**config.mk**
```make
export PLATFORM = sky130hd
export DESIGN_NAME = fpnew_inorder_retire_ctrl_flat
export DESIGN_NICKNAME = d
export VERILOG_FILES = /design/src/rtl/fpnew_inorder_retire_ctrl_if.sv /design/src/rtl/fpnew_inorder_retire_ctrl.sv /design/src/flat_wrapper.sv
export SDC_FILE = /design/constraint.sdc
export NUM_CORES = 1
export LEC_CHECK = 0
export CAP_MARGIN = 20
export CORE_MARGIN = 2
export CORE_UTILIZATION = 52
export CTS_CLUSTER_SIZE = 40
export DETAILED_ROUTE_END_ITERATION = 8
export PLACE_DENSITY = 0.79
export REMOVE_ABC_BUFFERS = 1
export SLEW_MARGIN = 20
export SYNTH_ARGS = -nofsm -noshare
export SYNTH_HDL_FRONTEND = slang
export SYNTH_SLANG_ARGS = --single-unit
```
**constraint.sdc**
```tcl
create_clock -name clk_i -period 7.4 [get_ports clk_i]
set_input_delay 1.48 -clock clk_i [delete_from_list [all_inputs] [get_ports clk_i]]
set_output_delay 1.48 -clock clk_i [all_outputs]
set_load 0.005 [all_outputs]
```
**src/rtl/fpnew_inorder_retire_ctrl_if.sv**
```systemverilog
// Issue/retire handshake bundle between the upstream issuer, the operation groups and the
// downstream consumer of fpnew_inorder_retire_ctrl.
interface fpnew_inorder_retire_ctrl_if #(
    parameter int unsigned NumGroups      = 4,
    parameter int unsigned MaxOutstanding = 8
);
    localparam int unsigned GrpIdxWidth = $clog2(NumGroups);
    localparam int unsigned CntWidth    = $clog2(MaxOutstanding + 1);

    // Every channel is valid/ready: a transfer happens on a rising clock edge where both are 1.
    logic                   in_valid_i;
    logic                   in_ready_o;
    logic [GrpIdxWidth-1:0] opgrp_i;
    logic                   flush_i;
    logic [NumGroups-1:0]   grp_in_valid_o;
    logic [NumGroups-1:0]   grp_in_ready_i;
    logic [NumGroups-1:0]   grp_out_valid_i;
    logic [NumGroups-1:0]   grp_out_ready_o;
    logic                   out_valid_o;
    logic                   out_ready_i;
    logic [GrpIdxWidth-1:0] out_sel_o;
    logic [CntWidth-1:0]    outstanding_o;
    logic                   busy_o;

    modport slave (
        input  in_valid_i, opgrp_i, flush_i, grp_in_ready_i, grp_out_valid_i, out_ready_i,
        output in_ready_o, grp_in_valid_o, grp_out_ready_o, out_valid_o, out_sel_o,
               outstanding_o, busy_o
    );

    modport master (
        output in_valid_i, opgrp_i, flush_i, grp_in_ready_i, grp_out_valid_i, out_ready_i,
        input  in_ready_o, grp_in_valid_o, grp_out_ready_o, out_valid_o, out_sel_o,
               outstanding_o, busy_o
    );
endinterface

```
**src/rtl/fpnew_inorder_retire_ctrl.sv**
```systemverilog
// In-order issue/retire sequencer: logs the target group of every issued op in an order FIFO
// and only lets the group at the FIFO head hand back its result.
module fpnew_inorder_retire_ctrl #(
    parameter int unsigned NumGroups      = 4,
    parameter int unsigned MaxOutstanding = 8
) (
    input logic                        clk_i,
    input logic                        rst_ni,
    fpnew_inorder_retire_ctrl_if.slave bus
);
    localparam int unsigned GrpIdxWidth = $clog2(NumGroups);
    localparam int unsigned CntWidth    = $clog2(MaxOutstanding + 1);
    localparam int unsigned PtrWidth    = $clog2(MaxOutstanding);

    typedef logic [GrpIdxWidth-1:0] grp_idx_t;

    grp_idx_t            fifo_q [MaxOutstanding];
    grp_idx_t            fifo_d [MaxOutstanding];
    logic [PtrWidth-1:0] wr_ptr_q, wr_ptr_d;
    logic [PtrWidth-1:0] rd_ptr_q, rd_ptr_d;
    logic [CntWidth-1:0] count_q, count_d;

    logic     full, empty;
    logic     sel_ok, sel_ready, head_valid;
    logic     push, pop;
    grp_idx_t head;

    // Select decode by loop: an index with no matching group leaves sel_ok low.
    always_comb begin
        full       = (count_q == CntWidth'(MaxOutstanding));
        empty      = (count_q == '0);
        head       = fifo_q[rd_ptr_q];
        sel_ok     = 1'b0;
        sel_ready  = 1'b0;
        head_valid = 1'b0;
        for (int unsigned g = 0; g < NumGroups; g++) begin
            if (bus.opgrp_i == GrpIdxWidth'(g)) begin
                sel_ok    = 1'b1;
                sel_ready = bus.grp_in_ready_i[g];
            end
            if (head == GrpIdxWidth'(g)) begin
                head_valid = bus.grp_out_valid_i[g];
            end
        end
    end

    // Issue is gated by full rather than by full-minus-pop to keep ready free of the retire path.
    always_comb begin
        bus.in_ready_o      = sel_ok & sel_ready & ~full & ~bus.flush_i;
        bus.out_valid_o     = ~empty & head_valid & ~bus.flush_i;
        bus.out_sel_o       = empty ? '0 : head;
        bus.outstanding_o   = count_q;
        bus.busy_o          = ~empty;
        bus.grp_in_valid_o  = '0;
        bus.grp_out_ready_o = '0;
        for (int unsigned g = 0; g < NumGroups; g++) begin
            bus.grp_in_valid_o[g]  = bus.in_valid_i & sel_ok & (bus.opgrp_i == GrpIdxWidth'(g))
                                     & ~full & ~bus.flush_i;
            bus.grp_out_ready_o[g] = ~empty & (head == GrpIdxWidth'(g)) & bus.out_ready_i
                                     & ~bus.flush_i;
        end
    end

    assign push = bus.in_valid_i & bus.in_ready_o;
    assign pop  = bus.out_valid_o & bus.out_ready_i;

    always_comb begin
        fifo_d   = fifo_q;
        wr_ptr_d = wr_ptr_q;
        rd_ptr_d = rd_ptr_q;
        count_d  = count_q;
        if (bus.flush_i) begin
            wr_ptr_d = '0;
            rd_ptr_d = '0;
            count_d  = '0;
        end else begin
            if (push) begin
                fifo_d[wr_ptr_q] = bus.opgrp_i;
                wr_ptr_d         = wr_ptr_q + 1'b1;
            end
            if (pop) begin
                rd_ptr_d = rd_ptr_q + 1'b1;
            end
            if (push && !pop) begin
                count_d = count_q + 1'b1;
            end else if (pop && !push) begin
                count_d = count_q - 1'b1;
            end
        end
    end

    always_ff @(posedge clk_i or negedge rst_ni) begin
        if (!rst_ni) begin
            fifo_q   <= '{default: '0};
            wr_ptr_q <= '0;
            rd_ptr_q <= '0;
            count_q  <= '0;
        end else begin
            fifo_q   <= fifo_d;
            wr_ptr_q <= wr_ptr_d;
            rd_ptr_q <= rd_ptr_d;
            count_q  <= count_d;
        end
    end

    a_count_bound: assert property (@(posedge clk_i) disable iff (!rst_ni)
        count_q <= CntWidth'(MaxOutstanding));
    a_out_ready_onehot: assert property (@(posedge clk_i) disable iff (!rst_ni)
        $onehot0(bus.grp_out_ready_o));
    a_in_valid_onehot: assert property (@(posedge clk_i) disable iff (!rst_ni)
        $onehot0(bus.grp_in_valid_o));
    a_no_pop_empty: assert property (@(posedge clk_i) disable iff (!rst_ni)
        !(pop && empty));

endmodule

```
**src/flat_wrapper.sv**
```systemverilog
// flat-port wrapper written by rule: the top's interface ports become plain ports
module fpnew_inorder_retire_ctrl_flat 
#(
    parameter int unsigned NumGroups      = 4,
    parameter int unsigned MaxOutstanding = 8
)
  (clk_i, rst_ni, bus_in_valid_i, bus_opgrp_i, bus_flush_i, bus_grp_in_ready_i, bus_grp_out_valid_i, bus_out_ready_i, bus_in_ready_o, bus_grp_in_valid_o, bus_grp_out_ready_o, bus_out_valid_o, bus_out_sel_o, bus_outstanding_o, bus_busy_o);
  fpnew_inorder_retire_ctrl_if #(.NumGroups(NumGroups), .MaxOutstanding(MaxOutstanding)) bus_i ();
  input logic clk_i;
  input logic rst_ni;
  input wire logic [$bits(bus_i.in_valid_i)-1:0] bus_in_valid_i;
  input wire logic [$bits(bus_i.opgrp_i)-1:0] bus_opgrp_i;
  input wire logic [$bits(bus_i.flush_i)-1:0] bus_flush_i;
  input wire logic [$bits(bus_i.grp_in_ready_i)-1:0] bus_grp_in_ready_i;
  input wire logic [$bits(bus_i.grp_out_valid_i)-1:0] bus_grp_out_valid_i;
  input wire logic [$bits(bus_i.out_ready_i)-1:0] bus_out_ready_i;
  output wire logic [$bits(bus_i.in_ready_o)-1:0] bus_in_ready_o;
  output wire logic [$bits(bus_i.grp_in_valid_o)-1:0] bus_grp_in_valid_o;
  output wire logic [$bits(bus_i.grp_out_ready_o)-1:0] bus_grp_out_ready_o;
  output wire logic [$bits(bus_i.out_valid_o)-1:0] bus_out_valid_o;
  output wire logic [$bits(bus_i.out_sel_o)-1:0] bus_out_sel_o;
  output wire logic [$bits(bus_i.outstanding_o)-1:0] bus_outstanding_o;
  output wire logic [$bits(bus_i.busy_o)-1:0] bus_busy_o;
  assign bus_i.in_valid_i = bus_in_valid_i;
  assign bus_i.opgrp_i = bus_opgrp_i;
  assign bus_i.flush_i = bus_flush_i;
  assign bus_i.grp_in_ready_i = bus_grp_in_ready_i;
  assign bus_i.grp_out_valid_i = bus_grp_out_valid_i;
  assign bus_i.out_ready_i = bus_out_ready_i;
  assign bus_in_ready_o = bus_i.in_ready_o;
  assign bus_grp_in_valid_o = bus_i.grp_in_valid_o;
  assign bus_grp_out_ready_o = bus_i.grp_out_ready_o;
  assign bus_out_valid_o = bus_i.out_valid_o;
  assign bus_out_sel_o = bus_i.out_sel_o;
  assign bus_outstanding_o = bus_i.outstanding_o;
  assign bus_busy_o = bus_i.busy_o;
  fpnew_inorder_retire_ctrl #(.NumGroups(NumGroups), .MaxOutstanding(MaxOutstanding)) u_core (.clk_i(clk_i), .rst_ni(rst_ni), .bus(bus_i));
endmodule
```
==> impl_metrics.sql <==
INSERT INTO impl_metrics (metric_group, metric, value, unit) VALUES
('timing', 'worst_slew_margin_rel', '46.3', '%'),
('detailed_routing', 'drt-initial-drc-count', '33', ''),
('timing', 'worst_slew_pin_slew', '798', 'ps'),
('clock_network', 'clock_latency', '330', 'ps'),
('critical_path', 'timing.setup.critical_path_class', 'in -> out', ''),
('global_route', 'global_route_wire_length_before_repair', '5950', 'um'),
('hold_path', 'hold_path_class', 'reg -> reg', ''),
('yosys', 'synth-edff-count', '0', ''),
('timing', 'skew', '4.27', 'ps'),
('yosys', 'primary_ff_master_synth', 'sky130_fd_sc_hd__dfrtp_1', ''),
('detailed_routing', 'drc', '0', ''),
('yosys', 'ys_warn_count', '0', ''),
('detailed_routing', 'routed_wl', '3520', 'um'),
('critical_path', 'crit_arrival', '3500', 'ps'),
('timing', 'final_max_slew_viol_count', '0', ''),
('placed_design', 'gp_congestion', '0.782', ''),
('clock_network', 'clock-sinks', '26', ''),
('clock_network', 'cts-hold-fix-buffers', '0', ''),
('critical_path', 'critical_path_required', '5920', 'ps'),
('critical_path', 'crit_path_start', 'bus_opgrp_i[0]', ''),
('clock_network', 'cts-root-to-sink-buffers', '2', ''),
('critical_path', 'critical_path.cell_chain', 'clkdlybuf4s50_1, mux4_2, and3_1, clkdlybuf4s50_1', ''),
('critical_path', 'worst_r2r_path_depth', '11', ''),
('critical_path', 'startpoint_type', 'input pin', ''),
('yosys', 'post_synth_instance_area', '0.00162', 'mm2'),
('power', 'vdd_ir_drop_max', '0.146', 'mV'),
('critical_path', 'critical_path_buf_inv_count', '2', ''),
('critical_path', 'path_common_cell', 'sky130_fd_sc_hd__clkdlybuf4s50_1', ''),
('timing', 'fin_crit_sh', '67.3', '%'),
('die', 'floorplan.initialDensity', '53.8', '%'),
('critical_path', 'cp_top_family', 'buffers and inverters', ''),
('finish', 'flow.area_growth_from_synthesis', '22.2', '%'),
('critical_path', 'cp_num_cells', '4', ''),
('critical_path', 'worstPathMaxFanout', '13', ''),
('global_route', 'grt_util_all_layers', '22.5', '%'),
('finish', 'finish.net_count', '193', ''),
('outcome', 'outcome', 'finished, final reports clean', ''),
('die', 'core.rowCount', '20', ''),
('clock_network', 'path_clk_slew', '140', 'ps'),
('clock_network', 'ctsRootBufferMaster', 'sky130_fd_sc_hd__clkbuf_4', ''),
('critical_path', 'cp-endpoint', 'bus_in_ready_o', ''),
('global_route', 'overflow_after_grt', '0', ''),
('yosys', 'post_synth_inst_count', '144', ''),
('placed_design', 'port_buffers', '31', ''),
('clock_network', 'cts.repair_timing.setup_buffer_count', '0', ''),
('critical_path', 'critPathMaxStageDelay', '750', 'ps'),
('yosys', 'synth.top_cell.area_share', '40.3', '%'),
('die', 'design.core.area', '0.00300', 'mm2'),
('critical_path', 'slowest_stage', 'sky130_fd_sc_hd__clkdlybuf4s50_1', ''),
('yosys', 'yosys-top-cells-area', 'sky130_fd_sc_hd__dfrtp_1, sky130_fd_sc_hd__mux2_2, sky130_fd_sc_hd__mux2i_1', ''),
('die', 'die_w', '59.7', 'um'),
('finish', 'n_antenna_cell', '0', ''),
('timing', 'period_minus_slack', '4980', 'ps'),
('power', 'pwr_density_cell', '278', 'mW/mm2'),
('detailed_routing', 'wl_per_cell', '17.2', 'um'),
('yosys', 'async_flop_share', '100', '%'),
('clock_network', 'htreeDepth', '1', ''),
('global_route', 'first_global_vias', '1264', ''),
('clock_network', 'cts.repair.resized', '0', ''),
('timing', 'grt_setup_unrepaired', 'no', ''),
('timing', 'finalHoldWorstSlack', '522', 'ps'),
('yosys', 'synth_seq_area_share', '40.3', '%'),
('yosys', 'ys_seq_elements', '26', ''),
('yosys', 'synth.most_common_cell', 'sky130_fd_sc_hd__dfrtp_1', ''),
('critical_path', 'rr_endpoint', 'u_core.bus.outstanding_o[3]', ''),
('timing', 'timing.setup.tns', '0', 'ps'),
('global_route', 'antenna_violations_before_repair', '0', ''),
('timing', 'final-setup-viol-count', '0', ''),
('finish', 'final_layout_size_suffix_gt1_share', '18.6', '%'),
('hold_path', 'min_delay_path_depth', '1', ''),
('detailed_routing', 'avgViaCountPerCell', '6.00', '');
==> cell type report <==
type	count	area [um2]
Timing Repair Buffer	31	305
Inverter	10	37.5
Fill cell	255	1030
Clock inverter	1	30.0
Sequential cell	26	651
Clock buffer	3	22.5
Tap cell	33	41.3
Multi-Input combinational cell	101	886
==> cell usage in the layout (no fill, tap or decap), drive strengths merged, types with 4 or more instances in the layout <==
master,synthesis,layout
ha,4,4
dfrtp,26,26
nor2,11,11
mux2i,10,10
mux4,4,4
inv,10,10
nor3b,5,5
nand2,12,12
and3,4,4
mux2,18,18
clkdlybuf4s50,0,30
==> cells by family after synthesis <==
| kind of cell | after synthesis | synth area share (%) |
|---|---|---|
| fa+ha+maj | 5 | 4.34 |
| compound gates | 12 | 6.66 |
| simple gates | 49 | 16.2 |
| mux | 32 | 26.0 |
| buf+inv | 17 | 4.88 |
| xor+xnor | 3 | 1.63 |
| flops | 26 | 40.3 |
==> per-layer routing <==
layer | global-route usage (%) | vias up | wire length, um
met5 | 0 | - | 0
met4 | 7.62 | 0 | 71
met3 | 2.16 | 9 | 146
met2 | 40.8 | 53 | 1820
met1 | 27.7 | 600 | 1490
li1 | - | 567 | -
==> how the worst min path moves through the flow <==
stage,start,endpoint
after global routing,u_core.fifo_q[11],u_core.fifo_q[11]
after CTS,u_core.fifo_q[14],u_core.fifo_q[14]
after detailed placement,u_core.fifo_q[14],u_core.fifo_q[14]
final,u_core.fifo_q[14],u_core.fifo_q[14]
after floorplan,u_core.fifo_q[4],u_core.fifo_q[4]
after global placement,u_core.fifo_q[4],u_core.fifo_q[4]
==> through the flow <==
stage / setup slack, ps / std cells / cell area [um2] / utilization [%] / total power, mW
after floorplan: 3640 / 137 / 1570 / - / 0.354
after global placement: 2510 / 201 / 1930 / 64.1 / 0.441
after detailed placement: 2480 / 201 / 1930 / 64.1 / 0.453
after CTS: 2440 / 205 / 1980 / 65.9 / 0.553
after global routing: 2350 / 205 / 1970 / 65.7 / 0.586
final: 2420 / 205 / 1970 / 65.7 / 0.549
==> registers in the layout, summed over array words and instances, names as in the netlist <==
name,cells
u_core.bus.outstanding_o,4
u_core.fifo_q,16
u_core.rd_ptr_q,3
u_core.wr_ptr_q,3
==> power by group <==
part	switching [mW]	total, mW	leakage [nW]	internal [mW]
clock network	0.0427	0.0976	0.0279	0.0548
registers	0.0310	0.198	0.352	0.167
logic	0.111	0.253	0.541	0.143
Note: power is estimated with default switching activity, not from simulation.
